$ cat src/rtl/fetch_aligner.sv
// fetch_aligner: word-aligned instruction fetch with a 4-halfword queue delivering RV32IC raw instructions and their PCs
module fetch_aligner #(
   parameter logic [31:0] RESET_PC = 32'h0000_0000
) (
   input  logic        clk,
   input  logic        rst,
   input  logic        redirect,
   input  logic [31:0] redirect_pc,
   output logic        imem_req,
   output logic [31:0] imem_addr,
   input  logic        imem_rvalid,
   input  logic [31:0] imem_rdata,
   output logic        inst_valid,
   input  logic        inst_ready,
   output logic [31:0] inst_raw,
   output logic [31:0] inst_pc
);
   typedef enum logic [1:0] {IDLE, BUSY, DISCARD} state_t;
   state_t state, state_n;
   logic [63:0] q, q_n, kept;
   logic [2:0] count, count_n, cnt_pop;
   logic [31:0] head_pc, fetch_addr, push_data;
   logic skip_low, head_long, complete, accept, push, issue;
   logic [1:0] len, pop_n;
   assign head_long = q[1:0] == 2'b11;
   assign complete = head_long ? count >= 3'd2 : count >= 3'd1;
   assign inst_valid = complete && !redirect;
   assign inst_raw = head_long ? q[31:0] : {16'h0, q[15:0]};
   assign inst_pc = head_pc;
   assign accept = inst_valid && inst_ready;
   assign len = head_long ? 2'd2 : 2'd1;
   assign pop_n = accept ? len : 2'd0;
   assign push = state == BUSY && imem_rvalid && !redirect;
   assign issue = state == IDLE && count <= 3'd2 && !redirect;
   assign cnt_pop = count - {1'b0, pop_n};
   assign push_data = skip_low ? {16'h0, imem_rdata[31:16]} : imem_rdata;
   // slots above the live count may hold stale halfwords, so mask before appending
   always_comb begin
      kept = (q >> {pop_n, 4'b0000}) & ~({64{1'b1}} << {cnt_pop, 4'b0000});
      q_n = push ? kept | ({32'h0, push_data} << {cnt_pop, 4'b0000}) : kept;
      count_n = cnt_pop + (push ? (skip_low ? 3'd1 : 3'd2) : 3'd0);
      state_n = state == IDLE ? (issue ? BUSY : IDLE) :
                imem_rvalid ? IDLE :
                (state == BUSY && !redirect) ? BUSY : DISCARD;
   end
   always_ff @(posedge clk or posedge rst) begin
      if (rst) begin
         state <= IDLE;
         count <= 3'd0;
         q <= '0;
         head_pc <= RESET_PC & ~32'h1;
         fetch_addr <= RESET_PC & ~32'h3;
         skip_low <= RESET_PC[1];
         imem_req <= 1'b0;
         imem_addr <= 32'h0;
      end else begin
         state <= state_n;
         imem_req <= issue;
         if (issue) begin
            imem_addr <= fetch_addr;
            fetch_addr <= fetch_addr + 32'd4;
         end
         if (redirect) begin
            count <= 3'd0;
            head_pc <= redirect_pc & ~32'h1;
            fetch_addr <= redirect_pc & ~32'h3;
            skip_low <= redirect_pc[1];
         end else begin
            q <= q_n;
            count <= count_n;
            if (accept) head_pc <= head_pc + {29'd0, len, 1'b0};
            if (push) skip_low <= 1'b0;
         end
      end
   end
endmodule

$ cat config.mk
export PLATFORM = sky130hd
export DESIGN_NAME = fetch_aligner
export DESIGN_NICKNAME = d
export VERILOG_FILES = /design/src/rtl/fetch_aligner.sv
export SDC_FILE = /design/constraint.sdc
export NUM_CORES = 1
export LEC_CHECK = 0
export CORE_MARGIN = 4
export CORE_UTILIZATION = 55
export CTS_BUF_LIST = sky130_fd_sc_hd__clkbuf_8
export DETAILED_ROUTE_END_ITERATION = 7
export PLACE_DENSITY = 0.95
export SLEW_MARGIN = 20
export SYNTH_ARGS = -nofsm -noshare
export SYNTH_HDL_FRONTEND = slang
export SYNTH_SLANG_ARGS = --single-unit
$ cat constraint.sdc
create_clock -name clk -period 9.43 [get_ports clk]
set_input_delay 0.943 -clock clk [delete_from_list [all_inputs] [get_ports clk]]
set_output_delay 0.943 -clock clk [all_outputs]
set_load 0.1 [all_outputs]
==> impl_metrics.json, run 1 <==
{
  "final_nets": 1145,
  "synth.cell_area_sq_um": 9520,
  "n_antenna_cell": 0,
  "synthCells": 964,
  "cts_tree": "built",
  "grt_start_max_net_pins": 85,
  "post-synth-top-count-cell": "sky130_fd_sc_hd__dfrtp_1",
  "clk_pin_slew_ns": 0.09,
  "grt_setup_unrepaired": "no",
  "antenna_violations_before_repair": 0,
  "synth-seq-cells": 162,
  "slew_viol_final": 0,
  "beginning_of_the_worst_register_to_register_path": "q[0]$_DFFE_PP0N_",
  "drt_wl_total_um": 28500,
  "routedWlPerCell_um": 21.9,
  "floorplan.die.height_um": 140,
  "crit_path_class": "input pin to register",
  "endpoint_kind": "register",
  "timing.reg2reg.setup_slack_ns": 4.47,
  "count_of_max_cap_constraint_violations": 0,
  "cts-htree-levels": 4,
  "timing.slew.headroom": 0.279,
  "worst_ep_required_time_ns": 9.79,
  "topRoutingLayerUsed": "met4",
  "worst-path-max-fanout": 80,
  "floorplan.core_area_sq_um": 16800,
  "wl_met1_um": 11200,
  "design.portCount": 167,
  "clk-insertion-delay-late_ns": 0.48,
  "hold_path.startpoint": "imem_addr[26]$_DFFE_PP0P_",
  "synth-async-reset-ratio": 1.00,
  "status": "complete, no violations",
  "clock_tree.root_cell": "sky130_fd_sc_hd__clkbuf_8",
  "fillerInstances": 1214,
  "synth_ff_type": "sky130_fd_sc_hd__dfrtp_1",
  "utilization": 0.689,
  "power-per-cell-area_nw_per_um2": 240,
  "postRouteAntennaNets": 0,
  "drtPass1Iterations": 6,
  "grt_pass1_vias": 8828,
  "setup-tns-final_ns": 0,
  "floorplan.die_area_sq_um": 19500,
  "yosysSeqAreaShare": 0.426,
  "placed_cell_area_sq_um": 11100,
  "vias_per_cell": 6.79,
  "synthDominantAreaCellType": "sky130_fd_sc_hd__dfrtp_1",
  "cp.arrival_ns": 5.65,
  "period_minus_slack_ns": 5.29,
  "synth-edff-count": 0,
  "grt_overflow_total": 0,
  "globalplace.congestion": 0.935,
  "drt_iter0_markers": 978,
  "dp.final_hpwl_um": 18400,
  "yosysUniqueCellTypes": 57,
  "post_cts_hold_buffer_count": 0,
  "routed-wl-met3_um": 2570,
  "hold_viol_final": 0,
  "max-vdd-ir-drop_uv": 192,
  "fmaxAchievable_mhz": 189,
  "met2_length_um": 13100,
  "start_util": 0.568,
  "timing.hold.worst.class": "register to register",
  "netlist_top_cells_count": "162 x sky130_fd_sc_hd__dfrtp_1, 63 x sky130_fd_sc_hd__clkbuf_1, 60 x sky130_fd_sc_hd__mux2_2",
  "drc": 0,
  "fin_crit_sh": 0.561,
  "sinks_on_the_clock_net": 162,
  "maximum_buffer_depth_of_the_clock_tree": 2,
  "yosysWarnings": 0,
  "post-cts-setup-buffer-count": 0,
  "finalClockSkew_ns": 0.0182,
  "horizontal_die_dimension_um": 140,
  "timing_worst_slew_pin_value_ns": 1.08,
  "yosys.area.top_type_share": 0.426,
  "layout.cell_area.non_filler_sq_um": 11500,
  "std_cell_rows": 47,
  "synth_area_per_cell_sq_um": 9.88,
  "cts_repair_resize_count": 0,
  "layout-drive-gt1-share": 0.112,
  "detailroute.via_count": 8836,
  "cp-start-kind": "input pin",
  "port_buffers": 162,
  "setup_violations": 0,
  "first_pass_grt_wire_length_um": 45800,
  "reported_leakage_power_nw": 4.63,
  "worst_setup_path_startpoint": "redirect",
  "yosys-top-cells-area": "sky130_fd_sc_hd__dfrtp_1 43%, sky130_fd_sc_hd__mux2_2 7.1%, sky130_fd_sc_hd__mux2i_1 3.6%",
  "syn_to_final_growth_pct": 21.3,
  "track_usage": 0.290,
  "cts_buffers": 17
}
==> layout make-up <==
class                   instances  area (sq um)  area share
clock buffers                  22           303      0.0262
clock inverters                10           108     0.00932
inverters                      19          76.3     0.00661
multi-input cells             691          4980       0.431
flip-flops and latches        162          4060       0.351
well taps                     220           275      0.0238
repair buffers                177          1750       0.151
==> power breakdown <==
part,leakage (nW),switching [mW],internal [mW]
Clock,0.211,0.264,0.268
Combinational,2.42,0.950,0.359
Sequential,2.00,0.119,0.809
Total,4.63,1.33,1.44
==> stage by stage <==
step                      cells  setup WS, ns  total power, mW  hold slack, ns
final                      1301          4.14             2.77           0.510
after global routing       1301          3.83             2.87           0.540
after CTS                  1300          4.26             2.76           0.513
after detailed placement   1268          3.83             2.23           0.495
after global placement     1268          3.94             2.20           0.489
after floorplan             966          4.11             1.91           0.482
==> cell usage in the layout (no fill, tap or decap), types with 33 or more instances in the layout <==
| cell | n |
|---|---|
| sky130_fd_sc_hd__mux2_2 | 60 |
| sky130_fd_sc_hd__nand2_1 | 53 |
| sky130_fd_sc_hd__mux2i_1 | 34 |
| sky130_fd_sc_hd__a21oi_1 | 47 |
| sky130_fd_sc_hd__nor2_1 | 42 |
| sky130_fd_sc_hd__nand2b_1 | 35 |
| sky130_fd_sc_hd__clkdlybuf4s50_1 | 161 |
| sky130_fd_sc_hd__a31oi_1 | 35 |
| sky130_fd_sc_hd__a211oi_1 | 33 |
| sky130_fd_sc_hd__dfrtp_1 | 161 |
==> per-layer routing <==
layer / GRT usage / up-vias
met5: 0 / -
met4: 0.174 / 0
met3: 0.0642 / 121
met2: 0.446 / 534
met1: 0.378 / 4287
li1: - / 3894
==> final timing paths <==
check                                                  end  cells after the start
worst max-delay path                      q[6]$_DFFE_PP0N_                     13
worst min register to register   imem_addr[26]$_DFFE_PP0P_                      1
min in group asynchronous                 q[5]$_DFFE_PP0N_                      2
worst max register to register            q[6]$_DFFE_PP0N_                     10
max in group asynchronous       fetch_addr[11]$_DFFE_PP0N_                      4
worst min-delay path             imem_addr[26]$_DFFE_PP0P_                      1
==> state kept, by name, indices dropped and copies added (netlist names) <==
register    flops
q              64
inst_pc        31
fetch_addr     30
imem_addr      30
count           3
state           2
imem_req        1
skip_low        1
==> critical path: stages <==
cell and delay, ns:
sky130_fd_sc_hd__buf_2 0.07, sky130_fd_sc_hd__buf_4 0.52, sky130_fd_sc_hd__inv_2 0.04, sky130_fd_sc_hd__buf_4 0.38, sky130_fd_sc_hd__o211ai_1 0.21, sky130_fd_sc_hd__buf_4 0.37, sky130_fd_sc_hd__nor2_1 0.08, sky130_fd_sc_hd__ha_1 0.20
sky130_fd_sc_hd__fa_1 1.05, sky130_fd_sc_hd__inv_1 0.25, sky130_fd_sc_hd__nor2_1 0.30, sky130_fd_sc_hd__nand3_1 0.71, sky130_fd_sc_hd__o221ai_1 0.43
==> logic make-up after synthesis <==
logic type               Yosys count  synth area share
other                              1          0.000394
buffers and inverters            113            0.0534
XOR/XNOR                          13            0.0120
flip-flops                       162             0.426
adder cells (fa/ha/maj)            8            0.0129
multiplexers                      94             0.107
AND/OR/NAND/NOR                  307             0.182
AO/OA/AOI/OAI                    266             0.207
Power figures use the tool's default switching activity.
==> inputs of run 2 (changes only) <==
==> constraint.sdc (replaced) <==
create_clock -name clk -period 5.4 [get_ports clk]
set_input_delay 0.54 -clock clk [delete_from_list [all_inputs] [get_ports clk]]
set_output_delay 0.54 -clock clk [all_outputs]
set_load 0.1 [all_outputs]
==> impl_metrics.json, run 2 (synthesized netlist as in run 1, its figures left out) <==
{
  "hold_viol_final": 0,
  "register_area_sq_um": 4060,
  "clk-insertion-delay-late_ns": 0.48,
  "status": "complete, no violations",
  "final_power_mw": 4.80,
  "detailroute.via_count": 8854,
  "fin_crit_sh": 0.825,
  "fmaxAchievable_mhz": 224,
  "combPwrFrac": 0.475,
  "grt_pass1_vias": 8777,
  "grt_setup_unrepaired": "no",
  "syn_to_final_growth_pct": 21.1,
  "clk_pin_slew_ns": 0.08,
  "vias_per_cell": 6.78,
  "antenna_violations_before_repair": 1,
  "timing.slew.headroom": 0.287,
  "worst_ep_required_time_ns": 5.77,
  "post_cts_hold_buffer_count": 0,
  "flip_flop_count_of_the_largest_register_all_copies_and_words_added": 64,
  "slew_viol_final": 0,
  "setup-tns-final_ns": 0,
  "grt_start_max_net_pins": 87,
  "max-vdd-ir-drop_uv": 393,
  "period_minus_slack_ns": 4.46,
  "maximum_buffer_depth_of_the_clock_tree": 2,
  "power-per-cell-area_nw_per_um2": 417,
  "crit-reg2reg-capture": "q[1]$_DFFE_PP0N_",
  "p_seq_frac": 0.336,
  "cp-start-kind": "register",
  "globalplace.congestion": 0.933,
  "multi_input_area_sq_um": 4980,
  "routedWlPerCell_um": 21.6,
  "design.portCount": 167,
  "setup_violations": 0,
  "drc": 0,
  "final_nets": 1148,
  "reported_leakage_power_nw": 4.62,
  "start_util": 0.568,
  "drt_wl_total_um": 28100,
  "worst_hold_path.endpoint": "imem_addr[10]$_DFFE_PP0P_",
  "drtPass1Iterations": 6,
  "finalClockSkew_ns": 0.0122,
  "layout.cell_area.non_filler_sq_um": 11500,
  "timing_worst_slew_pin_value_ns": 1.07,
  "std_cell_rows": 47,
  "first_pass_grt_wire_length_um": 45300,
  "dp.final_hpwl_um": 18700,
  "hold_path.startpoint": "imem_addr[10]$_DFFE_PP0P_",
  "cp.arrival_ns": 4.83,
  "clock_tree.root_cell": "sky130_fd_sc_hd__clkbuf_8",
  "cts_buffers": 17,
  "layout-drive-gt1-share": 0.116,
  "cts-htree-levels": 4,
  "drt_iter0_markers": 1342,
  "placed_cell_area_sq_um": 11100,
  "holdPathStages": 1,
  "cts_tree": "built",
  "cell_internal_power_mw": 2.46,
  "track_usage": 0.286,
  "dp_worst_setup_slack_ns": 1.14,
  "worstRegToRegCells": 11,
  "largest_register": "q",
  "timing.hold.worst.class": "register to register",
  "postRouteAntennaNets": 0,
  "crit_path_class": "register to register",
  "floorplan.die.height_um": 140,
  "fillerInstances": 1248,
  "switching_portion_of_total_power": 0.489,
  "cts_repair_resize_count": 0,
  "clkPwrFrac": 0.189,
  "count_of_max_cap_constraint_violations": 0,
  "post-cts-setup-buffer-count": 0,
  "beginning_of_the_worst_register_to_register_path": "q[1]$_DFFE_PP0N_",
  "timing.reg2reg.setup_slack_ns": 0.94,
  "final_cell_count_without_fillers": 1305,
  "horizontal_die_dimension_um": 140,
  "floorplan.die_area_sq_um": 19500,
  "floorplan.core_area_sq_um": 16800,
  "sinks_on_the_clock_net": 162,
  "port_buffers": 162,
  "grt_overflow_total": 0,
  "placed_cells": 1272,
  "commonest_cells_after_routing_fill_and_taps_aside": "161 x sky130_fd_sc_hd__dfrtp_1, 161 x sky130_fd_sc_hd__clkdlybuf4s50_1, 60 x sky130_fd_sc_hd__mux2_2",
  "post-route-worst-setup-slack_ns": 0.943,
  "switching_power_mw": 2.35,
  "worst-path-max-fanout": 22,
  "endpoint_kind": "register"
}
## run 2: cell types whose count changed in the layout (fill, tap and decap cells not counted), sizes merged
cell | before | now
buf | 16 | 19
clkinv | 2 | 6
clkbuf | 22 | 17
diode | 0 | 1
inv | 22 | 23
## run 2: cell type report
cell class	instances	share of cell area
multi-input combinational	691	0.432
tap	220	0.0239
timing repair buffer	180	0.152
antenna	1	0.000217
sequential	162	0.352
inverter	19	0.00662
clock buffer	17	0.0203
clock inverter	15	0.0137
## run 2: power by group through the flow
stage | Sequential (mW) | Clock, mW | Combinational [mW]
4_1_cts | 1.61 | 0.909 | 2.27
3_5_place_dp | 1.63 | 0 | 2.26
6_report | 1.61 | 0.908 | 2.28
5_1_grt | 1.65 | 0.964 | 2.37
2_1_floorplan | 2.45 | 0 | 0.881
3_3_place_gp | 1.62 | 0 | 2.23
## run 2: how the worst max path moves through the flow
stage	end	slack [ns]	cells past startpoint	start
detailed placement	q[11]$_DFFE_PP0N_	1.14	11	q[1]$_DFFE_PP0N_
CTS	q[11]$_DFFE_PP0N_	1.11	11	q[1]$_DFFE_PP0N_
global route	q[1]$_DFFE_PP0N_	0.72	11	q[1]$_DFFE_PP0N_
floorplan	count[0]$_DFF_PP0_	0.48	1	rst
global placement	q[4]$_DFFE_PP0N_	1.32	11	q[1]$_DFFE_PP0N_
finish	q[1]$_DFFE_PP0N_	0.94	11	q[1]$_DFFE_PP0N_
## run 2: through the flow
step                       util  hold WS (ns)
after global routing      0.688         0.538
final                     0.688         0.515
after global placement    0.665         0.489
after floorplan               -         0.482
after detailed placement  0.665         0.496
after CTS                 0.688         0.517
## run 2: critical path, cell delays in order, from the launching register on
cell	delay [ns]
sky130_fd_sc_hd__dfrtp_1	0.82
sky130_fd_sc_hd__a21boi_0	0.35
sky130_fd_sc_hd__o211ai_1	0.24
sky130_fd_sc_hd__buf_4	0.36
sky130_fd_sc_hd__nor2_1	0.09
sky130_fd_sc_hd__ha_1	0.20
sky130_fd_sc_hd__fa_1	0.48
sky130_fd_sc_hd__buf_4	0.26
sky130_fd_sc_hd__inv_1	0.15
sky130_fd_sc_hd__nor2_1	0.22
sky130_fd_sc_hd__nand3_1	0.70
sky130_fd_sc_hd__o221ai_1	0.47
## run 2: layer usage
metal / up-vias / track usage / part of all wire
li1: 3888 / - / -
met1: 4258 / 0.380 / 0.40
met2: 592 / 0.444 / 0.47
met3: 116 / 0.0642 / 0.089
met4: 0 / 0.144 / 0.046
met5: - / 0 / 0
